<file path="config.mk">
export PLATFORM = sky130hd
export DESIGN_NAME = fifo_d0_d1
export DESIGN_NICKNAME = d
export VERILOG_FILES = /design/src/rtl/fifo_d0_d1.sv
export SDC_FILE = /design/constraint.sdc
export NUM_CORES = 1
export LEC_CHECK = 0
export CORE_MARGIN = 5
export CORE_UTILIZATION = 26
export CTS_CLUSTER_DIAMETER = 40
export DETAILED_ROUTE_END_ITERATION = 10
export GPL_ROUTABILITY_DRIVEN = 0
export PLACE_DENSITY_LB_ADDON = 0.08
export SKIP_CTS_REPAIR_TIMING = 1
export SLEW_MARGIN = 10
export SYNTH_ARGS = -nofsm -noshare
export SYNTH_HDL_FRONTEND = slang
export SYNTH_SLANG_ARGS = --single-unit
</file>
<file path="constraint.sdc">
create_clock -name clk -period 3.3 [get_ports clk]
set_input_delay 0.66 -clock clk [delete_from_list [all_inputs] [get_ports clk]]
set_output_delay 0.66 -clock clk [all_outputs]
set_load 0.03 [all_outputs]
</file>
<file path="src/rtl/fifo_d0_d1.sv">
// fifo_d0_d1 -- two independent circular FIFOs that buffer the lane outputs
// of the upstream Demux_D0_D1 block. Each lane has its own pop interface.
//
// Ports
//   clk, reset                : single clock, synchronous active-high reset
//   valid_0/dataout0          : lane 0 push request / data
//   valid_1/dataout1          : lane 1 push request / data
//   pop_0, pop_1              : per-lane read requests
//   data_out0/1, valid_out0/1 : registered read data, 1-cycle latency
//   full_x, empty_x           : count == DEPTH / count == 0
//   almost_full_x             : count >= AF_THR
//   almost_empty_x            : count <= AE_THR
//   pause                     : almost_full_0 | almost_full_1
//   err_0, err_1              : sticky overflow/underflow flags, present only
//                               when the FIFO_ERR_EN macro is defined

module fifo_d0_d1_lane #(
    parameter int DATA_W = 6,
    parameter int DEPTH  = 8,
    parameter int ADDR_W = 3,
    parameter int AF_THR = 6,
    parameter int AE_THR = 2
) (
    input  logic              clk,
    input  logic              reset,
    input  logic              push,
    input  logic [DATA_W-1:0] push_data,
    input  logic              pop,
    output logic [DATA_W-1:0] pop_data,
    output logic              pop_vld,
    output logic              full,
    output logic              empty,
    output logic              almost_full,
`ifdef FIFO_ERR_EN
    output logic              almost_empty,
    output logic              err
`else
    output logic              almost_empty
`endif
);
    localparam logic [ADDR_W:0] DEPTH_C = (ADDR_W+1)'(DEPTH);
    localparam logic [ADDR_W:0] AF_C    = (ADDR_W+1)'(AF_THR);
    localparam logic [ADDR_W:0] AE_C    = (ADDR_W+1)'(AE_THR);

    logic [DATA_W-1:0] mem [DEPTH];
    logic [ADDR_W-1:0] wr_ptr, rd_ptr;
    logic [ADDR_W:0]   count;
    logic              pop_ok, push_ok;

    // A full lane still accepts a push when a pop frees a slot on the same edge.
    assign pop_ok  = pop && !empty;
    assign push_ok = push && (!full || pop_ok);

    assign full         = (count == DEPTH_C);
    assign empty        = (count == '0);
    assign almost_full  = (count >= AF_C);
    assign almost_empty = (count <= AE_C);

    // Storage is never cleared; reset only discards it through the pointers.
    always_ff @(posedge clk) begin
        if (push_ok && !reset)
            mem[wr_ptr] <= push_data;
    end

    always_ff @(posedge clk) begin
        if (reset) begin
            wr_ptr   <= '0;
            rd_ptr   <= '0;
            count    <= '0;
            pop_data <= '0;
            pop_vld  <= 1'b0;
        end else begin
            pop_vld <= pop_ok;
            if (pop_ok) begin
                pop_data <= mem[rd_ptr];
                rd_ptr   <= rd_ptr + 1'b1;
            end
            if (push_ok)
                wr_ptr <= wr_ptr + 1'b1;
            if (push_ok && !pop_ok)
                count <= count + 1'b1;
            else if (pop_ok && !push_ok)
                count <= count - 1'b1;
        end
    end

`ifdef FIFO_ERR_EN
    // A pop on an empty lane that is covered by a simultaneous push is a
    // normal startup case, not an underflow.
    always_ff @(posedge clk) begin
        if (reset)
            err <= 1'b0;
        else if ((push && !push_ok) || (pop && empty && !push))
            err <= 1'b1;
    end
`endif
endmodule

module fifo_d0_d1 #(
    parameter int DATA_W = 6,
    parameter int DEPTH  = 8,
    parameter int ADDR_W = 3,
    parameter int AF_THR = 6,
    parameter int AE_THR = 2
) (
    input  logic              clk,
    input  logic              reset,
    input  logic              valid_0,
    input  logic [DATA_W-1:0] dataout0,
    input  logic              valid_1,
    input  logic [DATA_W-1:0] dataout1,
    input  logic              pop_0,
    input  logic              pop_1,
    output logic [DATA_W-1:0] data_out0,
    output logic [DATA_W-1:0] data_out1,
    output logic              valid_out0,
    output logic              valid_out1,
    output logic              full_0,
    output logic              full_1,
    output logic              empty_0,
    output logic              empty_1,
    output logic              almost_full_0,
    output logic              almost_full_1,
    output logic              almost_empty_0,
    output logic              almost_empty_1,
`ifdef FIFO_ERR_EN
    output logic              pause,
    output logic              err_0,
    output logic              err_1
`else
    output logic              pause
`endif
);
    localparam int NUM_LANES = 2;

    logic [NUM_LANES-1:0]             lane_push, lane_pop, lane_vld;
    logic [NUM_LANES-1:0]             lane_full, lane_empty, lane_af, lane_ae;
    logic [NUM_LANES-1:0][DATA_W-1:0] lane_wdata, lane_rdata;
`ifdef FIFO_ERR_EN
    logic [NUM_LANES-1:0]             lane_err;
`endif

    assign lane_push  = {valid_1, valid_0};
    assign lane_pop   = {pop_1, pop_0};
    assign lane_wdata = {dataout1, dataout0};

    for (genvar i = 0; i < NUM_LANES; i++) begin : g_lane
        fifo_d0_d1_lane #(
            .DATA_W(DATA_W), .DEPTH(DEPTH), .ADDR_W(ADDR_W),
            .AF_THR(AF_THR), .AE_THR(AE_THR)
        ) u_lane (
            .clk         (clk),
            .reset       (reset),
            .push        (lane_push[i]),
            .push_data   (lane_wdata[i]),
            .pop         (lane_pop[i]),
            .pop_data    (lane_rdata[i]),
            .pop_vld     (lane_vld[i]),
            .full        (lane_full[i]),
            .empty       (lane_empty[i]),
            .almost_full (lane_af[i]),
`ifdef FIFO_ERR_EN
            .almost_empty(lane_ae[i]),
            .err         (lane_err[i])
`else
            .almost_empty(lane_ae[i])
`endif
        );
    end

    assign data_out0      = lane_rdata[0];
    assign data_out1      = lane_rdata[1];
    assign valid_out0     = lane_vld[0];
    assign valid_out1     = lane_vld[1];
    assign full_0         = lane_full[0];
    assign full_1         = lane_full[1];
    assign empty_0        = lane_empty[0];
    assign empty_1        = lane_empty[1];
    assign almost_full_0  = lane_af[0];
    assign almost_full_1  = lane_af[1];
    assign almost_empty_0 = lane_ae[0];
    assign almost_empty_1 = lane_ae[1];
    assign pause          = |lane_af;
`ifdef FIFO_ERR_EN
    assign err_0          = lane_err[0];
    assign err_1          = lane_err[1];
`endif
endmodule

</file>
### Yosys cells after proc, flatten, opt, wreduce, memory -nomap -nowiden

Memories as Yosys holds them, arrays and structs flattened. A register that Yosys moved wholly into a read port is not among the register bits.
Index checks and enable logic that the tools add are counted.

| operators by class | value |
|---|---|
| reductions and logical operators | 26 |
| muxes and demuxes | 8 |
| $lt $le $gt $ge | 4 |
| equal/unequal tests | 2 |
| add/sub/neg operators | 8 |

Operator list:

| operator | count |
|---|---|
| 2-to-1 mux 4 bit | 4 |
| adder 3 x 1 -> 3 bit, second input constant | 4 |
| logical AND 1 bit | 10 |
| zero test 1 bit | 9 |
| adder 4 x 1 -> 4 bit, second input constant | 2 |
| == test 4 bit, second input constant | 2 |
| >= comparator 4 x 3 -> 1 bit, second input constant | 2 |
| <= comparator 4 x 2 -> 1 bit, second input constant | 2 |
| zero test 4 bit | 2 |
| subtractor 4 x 1 -> 4 bit, second input constant | 2 |
| 2-to-1 mux 1 bit | 4 |
| nonzero test 2 bit | 2 |
| logical OR 1 bit | 2 |
| OR reduction 2 bit | 1 |

| storage, ports and cells | value |
|---|---|
| register bits | 22 |
| memories | 2 |
| output and inout bits | 23 |
| memory bits (writable) | 96 |
| logic and storage cells | 58 |

Memory list:

| name | words | bits a word | rd ports | clocked after Yosys merged registers in | write ports | line | text |
|---|---|---|---|---|---|---|---|
| g_lane[0].u_lane.mem | 8 | 6 | 1 | 1 | 1 | 45 | `logic [DATA_W-1:0] mem [DEPTH];` |
| g_lane[1].u_lane.mem | 8 | 6 | 1 | 1 | 1 | 45 |  |

### Logic depth before layout (Yosys ltp)

| logic depth | value |
|---|---|
| depth in word-level cells | 9 |
| gate-level depth with buffers | 10 |
| gate-level depth less buffers | 10 |

### Modules after synthesis

From an unflattened synthesis, not the netlist that was laid out.

| unflattened totals | value |
|---|---|
| cell total of the unflattened synthesis | 332 |
| area, all modules | 5,203.7 sq um |

Modules (own cells, without submodules):

| module | cells each | area an instance (sq um) | times used | sequential area each (sq um) |
|---|---|---|---|---|
| fifo_d0_d1_lane (g_lane[1].u_lane) | 166 | 2,606.2 | 1 | 1,781.7 |
| fifo_d0_d1_lane (g_lane[0].u_lane) | 165 | 2,591.2 | 1 | 1,781.7 |
| fifo_d0_d1 | 1 | 6.3 | 1 | 0.0 |

### Worst setup path before layout

Ideal clock, no wire load.

| path | value |
|---|---|
| kind | register to register |
| start | register g_lane[0].u_lane.count[0] |
| end | register g_lane[0].u_lane.count[3] |
| cell stages (with the launch flop) | 11 |
| data arrival time | 2.509 ns |
| clock period less this slack | 2.630 ns |
| buffers on the path | 0 |
| library setup time | 0.121 ns |
| path slack | 0.670 ns |
| path through | dfxtp_1 > or4b_4 > o21ai_4 > inv_2 > ha_1 > inv_1 > ha_1 > a21oi_1 > a211oi_1 > a31oi_1 > mux2_2 |

| on the way | value |
|---|---|
| cells in the longest elaborated chain, start to end | 8 |
| elaborated cells on any way between the ends | 16 |

Ends and longest elaborated chain:

| what | line | text |
|---|---|---|
| from (decl) | 47 | `logic [ADDR_W:0] count;` |
| from (signal assigned) | 81 | `count <= count + 1'b1;` |
| from (signal assigned) | 83 | `count <= count - 1'b1;` |
| branches (longest 8 deep; another with subtractor 4 x 1 -> 4 bit) | n/a |  |

Parallel ways; which one is timed is not known. The select of a mux whose other input is x is not followed.
A chain may end at the register's enable or synchronous reset.

### Final worst setup path

| path | value |
|---|---|
| start | register g_lane[1].u_lane.count[0] |
| end | register g_lane[1].u_lane.count[3] |

| on the way | value |
|---|---|
| cells in the longest elaborated chain, start to end | 8 |
| elaborated cells on any way between the ends | 16 |

Ends and longest elaborated chain:

| what | line |
|---|---|
| from (decl) | 47 |
| from (signal assigned) | 81 |
| from (signal assigned) | 83 |
| branches (longest 8 deep; another with subtractor 4 x 1 -> 4 bit) | n/a |

Parallel ways; which one is timed is not known. The select of a mux whose other input is x is not followed.

==> impl_results.md <==
- Result of the run: complete, no violations
- Count of vias placed by the detailed router: 2921
- Number of max-cap violations: 0
- Reg2Reg Depth: 10
- Main flop type after synthesis: edfxtp_1
- Crit-path leading delay family: compound AO/OA/AOI/OAI gates
- Pwr dens: 817.4 nW/um^2
- R2R Path Start: g_lane[1].u_lane.count[0]$_SDFFE_PP0P_
- Final design utilization: 0.3375
- Final global-route overflow total: 0
- Setup repair after global routing missed its margin: no
- Final ANT Viol Nets: 0
- CTS sink cnt: 130
- Most frequent cell after synthesis: edfxtp_1
- WL final: 11.17 mm
- Arrival time at the worst endpoint: 3150 ps
- Worst clock skew: 8.104 ps
- Number of antenna violations at the first check in global routing: 0
- Seq/Total Area, Yosys: 0.6858
- Post-synthesis cell type with the largest combined area: edfxtp_1
- Clock tree from TritonCTS: yes
- Cell-by-cell listing of the critical path: or4b_4, o21ai_4, inv_2, ha_1, inv_1, ha_1, a21oi_1, a211oi_1, a31oi_1, mux2_2
- Average cell area after synthesis: 15.65 um^2
- Top cells by instance count after synthesis: edfxtp_1 (96), nor2_1 (41), dfxtp_1 (34)
- Diodes inserted: 0
- Cells taking the most area after synthesis: edfxtp_1 (55%), dfxtp_1 (13%), mux4_2 (10%)
- Most frequent CP cell: ha_1
- Multi-input combinational cell area: about 1500 um^2
- Synthesized area: 5196 um^2
- Post-synth ARST share: 0
- Slowest library cell on the worst path: or4b_4
- Slack of the worst reg-to-reg path: about 460 ps
- Y dimension of the die: 151.4 um
- FF-to-FF End: g_lane[1].u_lane.count[3]$_SDFFE_PP0P_
- Non-filler instance count after layout: between 600 and 700
- Ports: between 40 and 50
- Type of the worst min-delay path: reg -> reg
- Clock slew at the register clock pins of the worst setup and hold paths: 60 ps
- Synthesis Warnings: 0
- Wire length per cell after detailed routing: between 15 and 20 um
- Fraction of final layout cells sized beyond drive strength 1: 0.2068
- Register area: 3563 um^2
- Endpoint with the worst hold slack: g_lane[0].u_lane.pop_data[1]$_SDFFE_PP0N_
- Crit Path Class: reg -> reg
- Setup TNS: 0 ps
- Layout area overhead: 27.26%
- Final cycle utilization of the critical path: 0.8614
- Initial core utilization: 0.2652
- Total number of placement rows: 51
- Max Fclk: 351.8 MHz
- Count of different cell masters after synthesis: 38
- Final Max Tran Viols: 0
- Die X-Extent: 151.4 um
- Number of instances on the worst hold path: 2
- Iteration count of the initial detailed-routing pass: 4
- CTS root buf: clkbuf_16
- Setup Viol. Count Final: 0
- Number of synthesized register bits: between 100 and 150
- Initial DRC count: 180
- Transition at the pin with the smallest max-transition slack: 745.1 ps
- Power after layout: 5405 uW
- Number of enable flip-flop cells after synthesis: 96
- Total global-route track usage: 0.1054
- Endpoint class of the critical path: flip-flop
- Synthesized Nets: 362
- DRC violations left: 0
- Launch instance of the worst min-delay path: g_lane[0].u_lane.pop_data[1]$_SDFFE_PP0N_
- Post-Synthesis Cells: about 330
- H-tree level count: 4
- Kind of launch point of the worst setup path: flip-flop
- Synth top area share: 0.5548
- Die ar.: 22910 um^2
- Average vias per placed instance: about 4.3
- Count of final hold-check violations: 0
- First-pass GRT wire length: 17.54 mm
- Worst-path fanout max: 7
- Core region area: about 20000 um^2
- Final net count: 428
- DPL Wire Length: 7.469 mm
- Pin count of the biggest net entering global routing: 28
- Final min period: 2843 ps
- Delay contributed by the slowest stage of the critical path: 590 ps
- Placed cells: 644
- CP bufs+invs: 2
- Worst Path Required: 3610 ps
- Cts bufs inserted: 17
- Worst ir drop on vdd: 0.3421 mV
- Buffers on Ports: 40
- Static Leakage: 0.002213 uW
- Worst-case headroom to the max-slew limit: 0.5026
- Fillers: 1909
- Insertion delay to the later sink of the worst-skew pair: roughly 400 ps
- Via count of the first global-routing pass: between 3000 and 4000
- Clock Path Buffers: 2
[per-layer routing]
layer / share of wire / routed length [um] / track usage
met1: 0.46 / 5127 / 0.1283
met4: 0.014 / 158 / 0.03581
met3: 0.031 / 348 / 0.03381
met5: 0 / 0 / 0
met2: 0.50 / 5537 / 0.1765
[sequential cells by signal (all words and copies together) (netlist names)]
signal / flops
g_lane.u_lane.mem: 96
g_lane.u_lane.pop_data: 12
g_lane.u_lane.count: 8
g_lane.u_lane.rd_ptr: 6
g_lane.u_lane.wr_ptr: 6
g_lane.u_lane.pop_vld: 2
[power by group]
part / switching [uW] / internal (uW)
Combinational: 786 / 692
Sequential: 136 / 1910
Clock: 703 / 1180
Total: 1620 / 3780
[worst reg2reg max path, cell delays in order (launching register included)]
cell      delay (ps)
dfxtp_1          390
or4b_4           590
o21ai_4          170
inv_2            100
ha_1             210
inv_1            140
ha_1             290
a21oi_1          220
a211oi_1         110
a31oi_1          170
mux2_2           350
[area by class of cell]
cell class | count | area share
Inverter | 8 | 0.004541
Tap cell | 265 | 0.05014
Sequential cell | 130 | 0.5389
Multi-Input combinational cell | 181 | 0.2335
Clock buffer | 18 | 0.06490
Timing Repair Buffer | 60 | 0.08325
Clock inverter | 14 | 0.02479
[cell usage in the layout, fill, tap and decap left out, drive strengths merged, types with 3 or more instances in the layout]
| cell type | instances |
|---|---|
| o22ai | 12 |
| bufinv | 3 |
| clkinvlp | 4 |
| clkinv | 6 |
| clkbuf | 18 |
| xor2 | 5 |
| edfxtp | 96 |
| nor4 | 5 |
| nand2b | 4 |
| a211oi | 4 |
| ha | 10 |
| nor3 | 17 |
| inv | 9 |
| dfxtp | 34 |
| mux4 | 24 |
| clkdlybuf4s50 | 40 |
| nor2 | 41 |
| xnor2 | 5 |
| a21oi | 10 |
| nand2 | 17 |
| buf | 20 |
[kinds of logic after synthesis]
logic type / synth area share
fa+ha+maj: 0.03178
flops: 0.6858
compound gates: 0.04960
mux: 0.1122
simple gates: 0.08669
buf+inv: 0.01710
xor+xnor: 0.01685
[how the worst max path moves through the flow]
stage                                                      start                                      to  depth (start not counted)
final                     g_lane[1].u_lane.count[0]$_SDFFE_PP0P_  g_lane[1].u_lane.count[3]$_SDFFE_PP0P_                         10
after CTS                 g_lane[1].u_lane.count[0]$_SDFFE_PP0P_  g_lane[1].u_lane.count[3]$_SDFFE_PP0P_                         10
after global placement                                     pop_0  g_lane[0].u_lane.count[3]$_SDFFE_PP0P_                         10
after detailed placement                                   pop_1  g_lane[1].u_lane.count[3]$_SDFFE_PP0P_                         10
after floorplan           g_lane[0].u_lane.count[0]$_SDFFE_PP0P_  g_lane[0].u_lane.count[3]$_SDFFE_PP0P_                         10
after global routing      g_lane[1].u_lane.count[0]$_SDFFE_PP0P_  g_lane[1].u_lane.count[3]$_SDFFE_PP0P_                         10
[per-stage QoR]
stage / cell area, um^2 / setup slack, ps / hold WS (ps)
detailed placement: 6020 / 235.9 / 480.5
global route: 6613 / 282.2 / 502.5
CTS: 6613 / 429.2 / 492.7
floorplan: 5196 / 670.3 / 461.2
global placement: 6020 / 280.3 / 481.2
finish: 6613 / 457.5 / 487.9
(Power assumes the default switching activity.)
